## src/rtl/serv_ram_responder_pkg.sv

```systemverilog
// Shared types and helpers for the SERV RAM responder: FSM state encoding,
// grant codes and the byte-lane placement used by the host loader.
package serv_ram_responder_pkg;

    typedef enum logic [1:0] {
        ST_IDLE   = 2'd0,
        ST_ACCESS = 2'd1,
        ST_ACK    = 2'd2,
        ST_GAP    = 2'd3
    } state_t;

    typedef enum logic [1:0] {
        GNT_NONE = 2'd0,
        GNT_HOST = 2'd1,
        GNT_DBUS = 2'd2,
        GNT_IBUS = 2'd3
    } grant_t;

    // Place a byte on its lane within a 32-bit word.
    function automatic logic [31:0] lane_shift(input logic [7:0] data, input logic [1:0] lane);
        return {24'b0, data} << {lane, 3'b000};
    endfunction

    // One-hot byte write enable for a lane.
    function automatic logic [3:0] lane_onehot(input logic [1:0] lane);
        return 4'b0001 << lane;
    endfunction

endpackage

```

## src/rtl/serv_mem_arb.sv

```systemverilog
// Fixed-priority grant (host > dbus > ibus), only offered while the FSM is idle.
module serv_mem_arb
    import serv_ram_responder_pkg::*;
(
    input  logic   i_idle,
    input  logic   i_host_req,
    input  logic   i_dbus_req,
    input  logic   i_ibus_req,
    output grant_t o_grant
);

    // Priority select, no grant outside IDLE.
    always_comb begin
        o_grant = GNT_NONE;
        if (i_idle) begin
            if (i_host_req) begin
                o_grant = GNT_HOST;
            end else if (i_dbus_req) begin
                o_grant = GNT_DBUS;
            end else if (i_ibus_req) begin
                o_grant = GNT_IBUS;
            end
        end
    end

endmodule

```

## src/rtl/serv_ram_responder.sv

```systemverilog
// Bus responder sharing one single-port synchronous RAM between SERV's ibus,
// dbus and a host byte loader.
//
// state  | meaning
// IDLE   | arbitrate; latch the winning request
// ACCESS | drive the RAM from the latched request
// ACK    | one-cycle ack to the granted bus with read data
// GAP    | dead cycle so the initiator can drop cyc
module serv_ram_responder
    import serv_ram_responder_pkg::*;
#(
    parameter int          AW   = 5,
    parameter logic [31:0] BASE = 32'h0
) (
    input  logic          clk,
    input  logic          rst_n,
    input  logic          i_ibus_cyc,
    input  logic [31:0]   i_ibus_adr,
    output logic [31:0]   o_ibus_rdt,
    output logic          o_ibus_ack,
    input  logic          i_dbus_cyc,
    input  logic [31:0]   i_dbus_adr,
    input  logic          i_dbus_we,
    input  logic [31:0]   i_dbus_dat,
    input  logic [3:0]    i_dbus_sel,
    output logic [31:0]   o_dbus_rdt,
    output logic          o_dbus_ack,
    input  logic          i_host_we,
    input  logic [AW+1:0] i_host_addr,
    input  logic [7:0]    i_host_data,
    output logic          o_host_busy,
    output logic          o_ram_en,
    output logic [AW-1:0] o_ram_a,
    output logic [3:0]    o_ram_we,
    output logic [31:0]   o_ram_di,
    input  logic [31:0]   i_ram_do
);

    state_t        r_state;
    state_t        w_next;
    grant_t        r_grant;
    grant_t        w_grant;
    logic [AW-1:0] r_word;
    logic          r_we;
    logic [3:0]    r_sel;
    logic [31:0]   r_dat;
    logic          r_in_range;
    logic          w_ibus_in_range;
    logic          w_dbus_in_range;
    logic [31:0]   w_rdt;
    logic          w_unused_adr_bits;

    // Byte offsets inside a word play no part in word accesses.
    assign w_unused_adr_bits = ^{i_ibus_adr[1:0], i_dbus_adr[1:0]};

    assign w_ibus_in_range = (i_ibus_adr[31:AW+2] == BASE[31:AW+2]);
    assign w_dbus_in_range = (i_dbus_adr[31:AW+2] == BASE[31:AW+2]);

    serv_mem_arb u_arb (
        .i_idle     (r_state == ST_IDLE),
        .i_host_req (i_host_we),
        .i_dbus_req (i_dbus_cyc),
        .i_ibus_req (i_ibus_cyc),
        .o_grant    (w_grant)
    );

    // State register.
    always_ff @(posedge clk) begin
        if (!rst_n) begin
            r_state <= ST_IDLE;
        end else begin
            r_state <= w_next;
        end
    end

    // Capture the winning request while idle; held through the rest of the transaction.
    always_ff @(posedge clk) begin
        if (!rst_n) begin
            r_grant    <= GNT_NONE;
            r_word     <= '0;
            r_we       <= 1'b0;
            r_sel      <= 4'b0;
            r_dat      <= 32'b0;
            r_in_range <= 1'b0;
        end else if (r_state == ST_IDLE) begin
            r_grant <= w_grant;
            case (w_grant)
                GNT_HOST: begin
                    r_word     <= i_host_addr[AW+1:2];
                    r_we       <= 1'b1;
                    r_sel      <= lane_onehot(i_host_addr[1:0]);
                    r_dat      <= lane_shift(i_host_data, i_host_addr[1:0]);
                    r_in_range <= 1'b1;
                end
                GNT_DBUS: begin
                    r_word     <= i_dbus_adr[AW+1:2];
                    r_we       <= i_dbus_we;
                    r_sel      <= i_dbus_sel;
                    r_dat      <= i_dbus_dat;
                    r_in_range <= w_dbus_in_range;
                end
                GNT_IBUS: begin
                    r_word     <= i_ibus_adr[AW+1:2];
                    r_we       <= 1'b0;
                    r_sel      <= 4'b0;
                    r_dat      <= 32'b0;
                    r_in_range <= w_ibus_in_range;
                end
                default: begin
                    r_in_range <= 1'b0;
                end
            endcase
        end
    end

    // Read data is only meaningful for in-range reads; everything else returns zero.
    assign w_rdt = (!r_we && r_in_range) ? i_ram_do : 32'b0;

    // Next state and all outputs; everything idles at zero outside its own state.
    always_comb begin
        w_next      = r_state;
        o_ram_en    = 1'b0;
        o_ram_a     = '0;
        o_ram_we    = 4'b0;
        o_ram_di    = 32'b0;
        o_ibus_ack  = 1'b0;
        o_ibus_rdt  = 32'b0;
        o_dbus_ack  = 1'b0;
        o_dbus_rdt  = 32'b0;
        o_host_busy = (r_state != ST_IDLE);
        case (r_state)
            ST_IDLE: begin
                if (w_grant != GNT_NONE) begin
                    w_next = ST_ACCESS;
                end
            end
            ST_ACCESS: begin
                o_ram_en = r_in_range;
                o_ram_a  = r_word;
                o_ram_we = (r_we && r_in_range) ? r_sel : 4'b0;
                o_ram_di = r_dat;
                w_next   = (r_grant == GNT_HOST) ? ST_IDLE : ST_ACK;
            end
            ST_ACK: begin
                if (r_grant == GNT_IBUS) begin
                    o_ibus_ack = 1'b1;
                    o_ibus_rdt = w_rdt;
                end
                if (r_grant == GNT_DBUS) begin
                    o_dbus_ack = 1'b1;
                    o_dbus_rdt = w_rdt;
                end
                w_next = ST_GAP;
            end
            ST_GAP: begin
                w_next = ST_IDLE;
            end
            default: begin
                w_next = ST_IDLE;
            end
        endcase
    end

endmodule

```

## config.mk

```make
export PLATFORM = sky130hd
export DESIGN_NAME = serv_ram_responder
export DESIGN_NICKNAME = d
export VERILOG_FILES = /design/src/rtl/serv_ram_responder_pkg.sv /design/src/rtl/serv_mem_arb.sv /design/src/rtl/serv_ram_responder.sv
export SDC_FILE = /design/constraint.sdc
export NUM_CORES = 1
export LEC_CHECK = 0
export CELL_PAD_IN_SITES_DETAIL_PLACEMENT = 0
export CELL_PAD_IN_SITES_GLOBAL_PLACEMENT = 2
export CORE_ASPECT_RATIO = 0.75
export CORE_MARGIN = 2
export CORE_UTILIZATION = 32
export DETAILED_ROUTE_END_ITERATION = 10
export DONT_BUFFER_PORTS = 1
export PLACE_DENSITY = 0.87
export REMOVE_ABC_BUFFERS = 1
export SLEW_MARGIN = 20
export SYNTH_ARGS = -nofsm -noshare
export SYNTH_HDL_FRONTEND = slang
export SYNTH_SLANG_ARGS = --single-unit
```

## constraint.sdc

```tcl
create_clock -name clk -period 2.4 [get_ports clk]
set_clock_uncertainty 0.05 [all_clocks]
set_input_delay 0.48 -clock clk [delete_from_list [all_inputs] [get_ports clk]]
set_output_delay 0.48 -clock clk [all_outputs]
set_load 0.01 [all_outputs]
```

==> impl_metrics.prom, run 1 <==
# TYPE chip_impl_metric gauge
chip_impl_metric{name="clock_power_share",unit=""} 0.289
chip_impl_metric{name="final_cell_area",unit="um^2"} 3290
chip_impl_metric{name="relative_contribution_of_combinational_cells_to_total_power",unit=""} 0.325
chip_impl_info{name="synthTopCellsByArea",value="dfxtp_1, and3_1, a221oi_1"} 1
chip_impl_info{name="top_metal_layer_carrying_routed_signals",value="met4"} 1
chip_impl_metric{name="die_height",unit="um"} 88.1
chip_impl_metric{name="wirelength",unit="um"} 10900
chip_impl_metric{name="row_count",unit=""} 30
chip_impl_metric{name="layout.nets",unit=""} 534
chip_impl_metric{name="area_growth_synth_to_finish",unit="%"} 9.05
chip_impl_metric{name="drt-initial-drc-count",unit=""} 175
chip_impl_metric{name="fin_crit_sh",unit=""} 0.936
chip_impl_metric{name="initial_utilization",unit=""} 0.331
chip_impl_metric{name="internal_power_of_the_cells",unit="mW"} 1.78
chip_impl_metric{name="synth_sequential_area_ratio",unit=""} 0.312
chip_impl_info{name="end_kind",value="primary output"} 1
chip_impl_metric{name="grt_first_pass_wirelength",unit="um"} 15400
chip_impl_metric{name="htree_num_levels",unit=""} 2
chip_impl_metric{name="met2_length",unit="um"} 5110
chip_impl_metric{name="sum_of_routed_wire_segments_on_met1",unit="um"} 4750
chip_impl_metric{name="place_congestion",unit=""} 1.00
chip_impl_metric{name="worst-endpoint-required",unit="ns"} 1.87
chip_impl_metric{name="grt_util_all_layers",unit=""} 0.195
chip_impl_metric{name="antenna_found_initial",unit=""} 0
chip_impl_info{name="cts_root_buffer",value="clkbuf_16"} 1
chip_impl_metric{name="cts_made_buffers",unit=""} 5
chip_impl_info{name="tritoncts",value="done"} 1
chip_impl_metric{name="cts_sinks",unit=""} 47
chip_impl_metric{name="dp_hpwl",unit="um"} 8060
chip_impl_info{name="critPathKind",value="reg -> out"} 1
chip_impl_metric{name="wl_per_cell",unit="um"} 21.4
chip_impl_info{name="mostFrequentLayoutCells",value="and3_1, nor2_1, dfxtp_1, o21ai_0, and2_1"} 1
chip_impl_info{name="startpoint_type",value="register"} 1
chip_impl_metric{name="report.final.hold_viol_count",unit=""} 0
chip_impl_metric{name="die_width",unit="um"} 116
chip_impl_metric{name="clkSlewWorstSetupHoldPaths",unit="ns"} 0.07
chip_impl_metric{name="vias",unit=""} 3072
chip_impl_metric{name="design.core.area",unit="um^2"} 9120
chip_impl_metric{name="postRouteAntennaNets",unit=""} 0
chip_impl_metric{name="count_of_pins_on_the_block_boundary",unit=""} 262
chip_impl_info{name="status",value="completed"} 1
chip_impl_metric{name="antenna_cells",unit=""} 0
chip_impl_metric{name="worstPathMaxFanout",unit=""} 32
chip_impl_metric{name="p_leak",unit="nW"} 1.41
chip_impl_metric{name="worst_skew_pair.late_latency",unit="ns"} 0.28
chip_impl_metric{name="avgViaCountPerCell",unit=""} 6.02
chip_impl_metric{name="synth.ff_latch_count",unit=""} 47
chip_impl_metric{name="drc_errors",unit=""} 0
chip_impl_metric{name="post_synth_inst_count",unit=""} 400
chip_impl_metric{name="worst_ep_arrival_time",unit="ns"} 1.72
chip_impl_metric{name="grt_remaining_overflow",unit=""} 0
chip_impl_metric{name="number_of_distinct_library_cell_variants_in_the_gate_level_netlist_after_synthesis",unit=""} 38
chip_impl_metric{name="power.ir.vdd_worst",unit="mV"} 0.385
chip_impl_metric{name="max-clock-path-buffers",unit=""} 2
chip_impl_metric{name="sequentialPowerShare",unit=""} 0.386
chip_impl_metric{name="grt_start_max_net_pins",unit=""} 65
chip_impl_metric{name="timing.max_cap.violations",unit=""} 0
chip_impl_info{name="rsz0062_at_grt",value="no"} 1
chip_impl_metric{name="fmax",unit="MHz"} 445
chip_impl_metric{name="synth.cell_area",unit="um^2"} 3020
chip_impl_metric{name="via_count_of_the_first_global_routing_pass",unit=""} 2751
chip_impl_info{name="layout.cells.most_common",value="and3_1"} 1
chip_impl_metric{name="firstDrtPassIters",unit=""} 4
chip_impl_metric{name="sw_share",unit=""} 0.355
chip_impl_metric{name="final_core_utilization",unit=""} 0.360
chip_impl_metric{name="cts-hold-fix-buffers",unit=""} 0
chip_impl_info{name="hold_path.class",value="in -> reg"} 1
chip_impl_metric{name="detailroute.wirelength.met3",unit="um"} 996
chip_impl_metric{name="setup_violations",unit=""} 0
chip_impl_metric{name="max_slew_margin",unit=""} 0.430
chip_impl_metric{name="final_max_slew_viol_count",unit=""} 0
chip_impl_metric{name="power.switching",unit="mW"} 0.983
chip_impl_info{name="netlist.top_cell.by_area",value="dfxtp_1"} 1
chip_impl_metric{name="max_slew.worst_pin.slew",unit="ns"} 0.850
chip_impl_metric{name="place.port_buffers",unit=""} 0
chip_impl_metric{name="placed_cell_area",unit="um^2"} 3110
chip_impl_metric{name="total_power_density_per_cell_area",unit="nW/um^2"} 841
chip_impl_metric{name="post-synth-top-area-fraction",unit=""} 0.312
chip_impl_metric{name="period_minus_slack",unit="ns"} 2.25
chip_impl_metric{name="die-area",unit="um^2"} 10200
chip_impl_metric{name="total_of_warnings_raised_by_yosys",unit=""} 0
chip_impl_metric{name="drive_gt1_frac",unit=""} 0.0942
chip_impl_metric{name="syn-mean-instance-area",unit="um^2"} 7.54
[flip-flops by register name, summed over array words and instances, names as in the netlist, named ones only]
signal and cells:
r_dat 32, r_word 5, r_sel 4, r_grant 2, r_in_range 1, r_state 1
r_we 1
[worst paths after layout]
kind	startpoint	depth (start not counted)	slack [ns]	to
setup / recovery	register	4	0.15	o_ibus_rdt[17]
hold / removal	rst_n	2	0.28	r_dat[4]
hold reg to reg	r_word[0]	2	0.40	r_word[0]
setup reg to reg	r_state[0]	5	0.45	r_dat[4]
[repair_timing]
action                                  CTS  global route
hold endpoints to repair                  0             0
endpoints found under the setup margin    0            33
resized for setup                         0             3
buffers inserted                          0             0
[critical path: stages (launching register included)]
cell and delay, ns:
dfxtp_1 0.46, nor2b_1 0.24, and3_2 0.27, buf_6 0.21
and3_1 0.25
[power groups by stage]
stage	Clock [mW]	Combinational, mW	Sequential, mW
floorplan	0	0.651	1.05
global placement	0	0.880	1.07
detailed placement	0	0.897	1.08
CTS	0.813	0.898	1.07
global route	0.854	1.02	1.09
finish	0.799	0.897	1.07
[synth_stat cells (all sizes together)]
cell	instances
and3	67
nor2	53
dfxtp	47
o21ai	44
and2	42
a221oi	32
clkbuf	29
a21oi	16
nor3	12
nor4	11
buf	9
nand2	9
a21boi	6
nor2b	4
inv	3
nor3b	3
a31oi	2
nand4	2
or4	2
and2b	1
nand2b	1
nand3	1
nor4b	1
o211a	1
o31ai	1
or3	1
[cells by family after synthesis]
| family | after synthesis | share of synthesized area |
|---|---|---|
| and+or+nand+nor | 210 | 0.404 |
| buffers and inverters | 41 | 0.0597 |
| DFF | 47 | 0.312 |
| AOI/OAI and AO/OA | 102 | 0.224 |
[area by class of cell]
class	count	area, um^2
clock buffer	5	125
clock inverter	3	43.8
fill	981	5830
inverter	3	11.3
multi-input combinational	312	1910
sequential	47	941
tap	128	160
timing repair buffer	12	97.6
[metal layers]
| layer | vias up | GRT usage |
|---|---|---|
| li1 | 1415 | - |
| met1 | 1473 | 0.264 |
| met2 | 174 | 0.313 |
| met3 | 10 | 0.0616 |
| met4 | 0 | 0.0292 |
| met5 | - | 0 |
[through the flow]
stage	cells	setup slack, ns	hold slack (ns)	TNS, ns	total power [mW]
2_1_floorplan	362	-0.220	0.380	-14.23	1.70
3_3_place_gp	502	0.380	0.393	0	1.95
3_5_place_dp	502	0.353	0.393	0	1.98
4_1_cts	510	0.0450	0.274	0	2.78
5_1_grt	510	0.0100	0.278	0	2.96
6_report	510	0.154	0.277	0	2.76
Note: power is estimated with default switching activity, not from simulation.
==> inputs of run 2 (changes only) <==
Settings changed: CORE_UTILIZATION 32 to 27, GPL_TIMING_DRIVEN from default to 0, PLACE_DENSITY 0.87 to 0.79.
Clock period 2.4 ns to 1.88 ns, I/O delays scaled along.
==> run 2 against run 1 <==
The run now ends with negative setup slack left. Largest power group is now combinational logic. Worst hold slack got worse by 0.099 ns. Die area grew 18%. Final area is 17% higher.
==> impl_metrics.prom, run 2 (synthesized netlist as in run 1, its figures left out) <==
# TYPE chip_impl_metric gauge
chip_impl_info{name="status",value="complete, but fails checks"} 1
chip_impl_info{name="failed_checks",value="negative setup slack"} 1
chip_impl_metric{name="timing.max_cap.violations",unit=""} 0
chip_impl_metric{name="worst_ep_arrival_time",unit="ns"} 1.57
chip_impl_metric{name="row_count",unit=""} 33
chip_impl_info{name="cts_root_buffer",value="clkbuf_16"} 1
chip_impl_metric{name="die-area",unit="um^2"} 12000
chip_impl_metric{name="final_cell_area",unit="um^2"} 3850
chip_impl_info{name="layout.cells.most_common",value="nor2_1"} 1
chip_impl_info{name="tritoncts",value="done"} 1
chip_impl_metric{name="max-clock-path-buffers",unit=""} 2
chip_impl_info{name="hold_path.class",value="in -> reg"} 1
chip_impl_metric{name="drive_gt1_frac",unit=""} 0.259
chip_impl_info{name="cpMaxStageDelayCell",value="dfxtp_4"} 1
chip_impl_info{name="largest-register",value="r_dat"} 1
chip_impl_metric{name="drc_errors",unit=""} 0
chip_impl_metric{name="wirelength",unit="um"} 13100
chip_impl_metric{name="cts_sinks",unit=""} 47
chip_impl_metric{name="clkSlewWorstSetupHoldPaths",unit="ns"} 0.07
chip_impl_metric{name="total_power_density_per_cell_area",unit="nW/um^2"} 1070
chip_impl_metric{name="drt-initial-drc-count",unit=""} 203
chip_impl_info{name="mostFrequentLayoutCells",value="nor2_1, o21ai_0, dfxtp_1, and2_1, and3_4"} 1
chip_impl_metric{name="design.core.area",unit="um^2"} 10900
chip_impl_info{name="end_kind",value="primary output"} 1
chip_impl_metric{name="layout.nets",unit=""} 557
chip_impl_metric{name="worst_skew_pair.late_latency",unit="ns"} 0.28
chip_impl_metric{name="vias",unit=""} 3278
chip_impl_metric{name="avgViaCountPerCell",unit=""} 6.01
chip_impl_metric{name="die_width",unit="um"} 126
chip_impl_metric{name="grt_util_all_layers",unit=""} 0.182
chip_impl_info{name="rsz0062_at_grt",value="yes"} 1
chip_impl_metric{name="place.port_buffers",unit=""} 0
chip_impl_metric{name="grt_first_pass_wirelength",unit="um"} 17200
chip_impl_info{name="critical_path.top_delay_family",value="simple AND/OR/NAND/NOR gates"} 1
chip_impl_metric{name="fin_ws",unit="ns"} -0.113
chip_impl_metric{name="report.final.hold_viol_count",unit=""} 0
chip_impl_metric{name="postRouteAntennaNets",unit=""} 0
chip_impl_metric{name="firstDrtPassIters",unit=""} 4
chip_impl_info{name="layout_top_registers",value="r_dat x32, r_word x5, r_sel x4"} 1
chip_impl_metric{name="grt_remaining_overflow",unit=""} 0
chip_impl_info{name="startpoint_type",value="register"} 1
chip_impl_metric{name="fmax",unit="MHz"} 502
chip_impl_metric{name="count_of_pins_on_the_block_boundary",unit=""} 262
chip_impl_metric{name="cts_made_buffers",unit=""} 5
chip_impl_metric{name="max_slew_margin",unit=""} 0.592
chip_impl_metric{name="tns",unit="ns"} -3.76
chip_impl_metric{name="initial_utilization",unit=""} 0.277
chip_impl_metric{name="max_slew.worst_pin.slew",unit="ns"} 0.611
chip_impl_metric{name="htree_num_levels",unit=""} 2
chip_impl_metric{name="via_count_of_the_first_global_routing_pass",unit=""} 2863
chip_impl_metric{name="worstPathMaxFanout",unit=""} 10
chip_impl_metric{name="p_leak",unit="nW"} 1.51
chip_impl_metric{name="area_growth_synth_to_finish",unit="%"} 27.8
chip_impl_metric{name="worst-endpoint-required",unit="ns"} 1.45
chip_impl_info{name="critical_path.cell_chain",value="nor2b_4 > buf_4 > and3_4 > and3_2"} 1
chip_impl_metric{name="antenna_cells",unit=""} 0
chip_impl_metric{name="largest_register_ff_count",unit=""} 32
chip_impl_metric{name="fin_crit_sh",unit=""} 1.06
chip_impl_metric{name="power.ir.vdd_worst",unit="mV"} 0.544
chip_impl_metric{name="cp.buffers_inverters",unit=""} 1
chip_impl_metric{name="report.power.total",unit="mW"} 4.13
chip_impl_metric{name="timing.reg2reg.setup_slack",unit="ns"} 0.12
chip_impl_metric{name="setup_violations",unit=""} 64
chip_impl_metric{name="die_height",unit="um"} 95.5
chip_impl_info{name="critPathKind",value="reg -> out"} 1
chip_impl_metric{name="final_max_slew_viol_count",unit=""} 0
chip_impl_metric{name="place_congestion",unit=""} 0.969
chip_impl_metric{name="timing.critical_path.slowest_cell_delay",unit="ns"} 0.39
chip_impl_metric{name="grt_start_max_net_pins",unit=""} 48
chip_impl_metric{name="dp_hpwl",unit="um"} 8020
chip_impl_metric{name="period_minus_slack",unit="ns"} 1.99
chip_impl_metric{name="wl_per_cell",unit="um"} 24.0
chip_impl_metric{name="placed_cell_area",unit="um^2"} 3140
chip_impl_metric{name="fin_hold_ws",unit="ns"} 0.178
chip_impl_metric{name="antenna_found_initial",unit=""} 0
==> run 2: per-layer routing <==
| layer | track usage | vias up | share of wire |
|---|---|---|---|
| li1 | - | 1483 | - |
| met1 | 0.248 | 1651 | 0.45 |
| met2 | 0.303 | 136 | 0.48 |
| met3 | 0.0398 | 8 | 0.064 |
| met4 | 0.0275 | 0 | 0.0060 |
| met5 | 0 | - | 0 |
==> run 2: power by group <==
| part | switching, mW | total, mW | internal, mW |
|---|---|---|---|
| combinational | 0.879 | 1.54 | 0.666 |
| sequential | 0.182 | 1.43 | 1.25 |
| clock | 0.392 | 1.16 | 0.764 |
| total | 1.45 | 4.13 | 2.68 |
==> run 2: layout make-up <==
class | instances | area [um^2]
fillers | 1136 | 7050
multi-input cells | 324 | 2270
flip-flops and latches | 47 | 952
repair buffers | 23 | 253
well taps | 140 | 175
clock buffers | 6 | 129
clock inverters | 2 | 60.1
inverters | 3 | 11.3
==> run 2: worst paths after layout <==
check,startpoint,endpoint,cells after the start
min,rst_n,r_dat[20],2
min reg2reg,r_word[0],r_word[0],2
max reg2reg,register,r_dat[17],6
max,register,o_ibus_rdt[0],4
==> run 2: metrics by stage <==
| stage | cells | setup WS [ns] | util |
|---|---|---|---|
| floorplan | 362 | -0.636 | - |
| global placement | 502 | -1.69 | 0.277 |
| detailed placement | 506 | -0.588 | 0.288 |
| CTS | 529 | -0.0948 | 0.326 |
| global route | 545 | -0.153 | 0.354 |
| finish | 545 | -0.113 | 0.354 |
==> run 2: repair_timing <==
item | CTS | global route
setup buffers | 7 | 12
gates resized for setup | 34 | 34
endpoints found under the setup margin | 119 | 119
gates cloned | 8 | 4
pin swaps | 6 | 7
hold buffers | 0 | 0
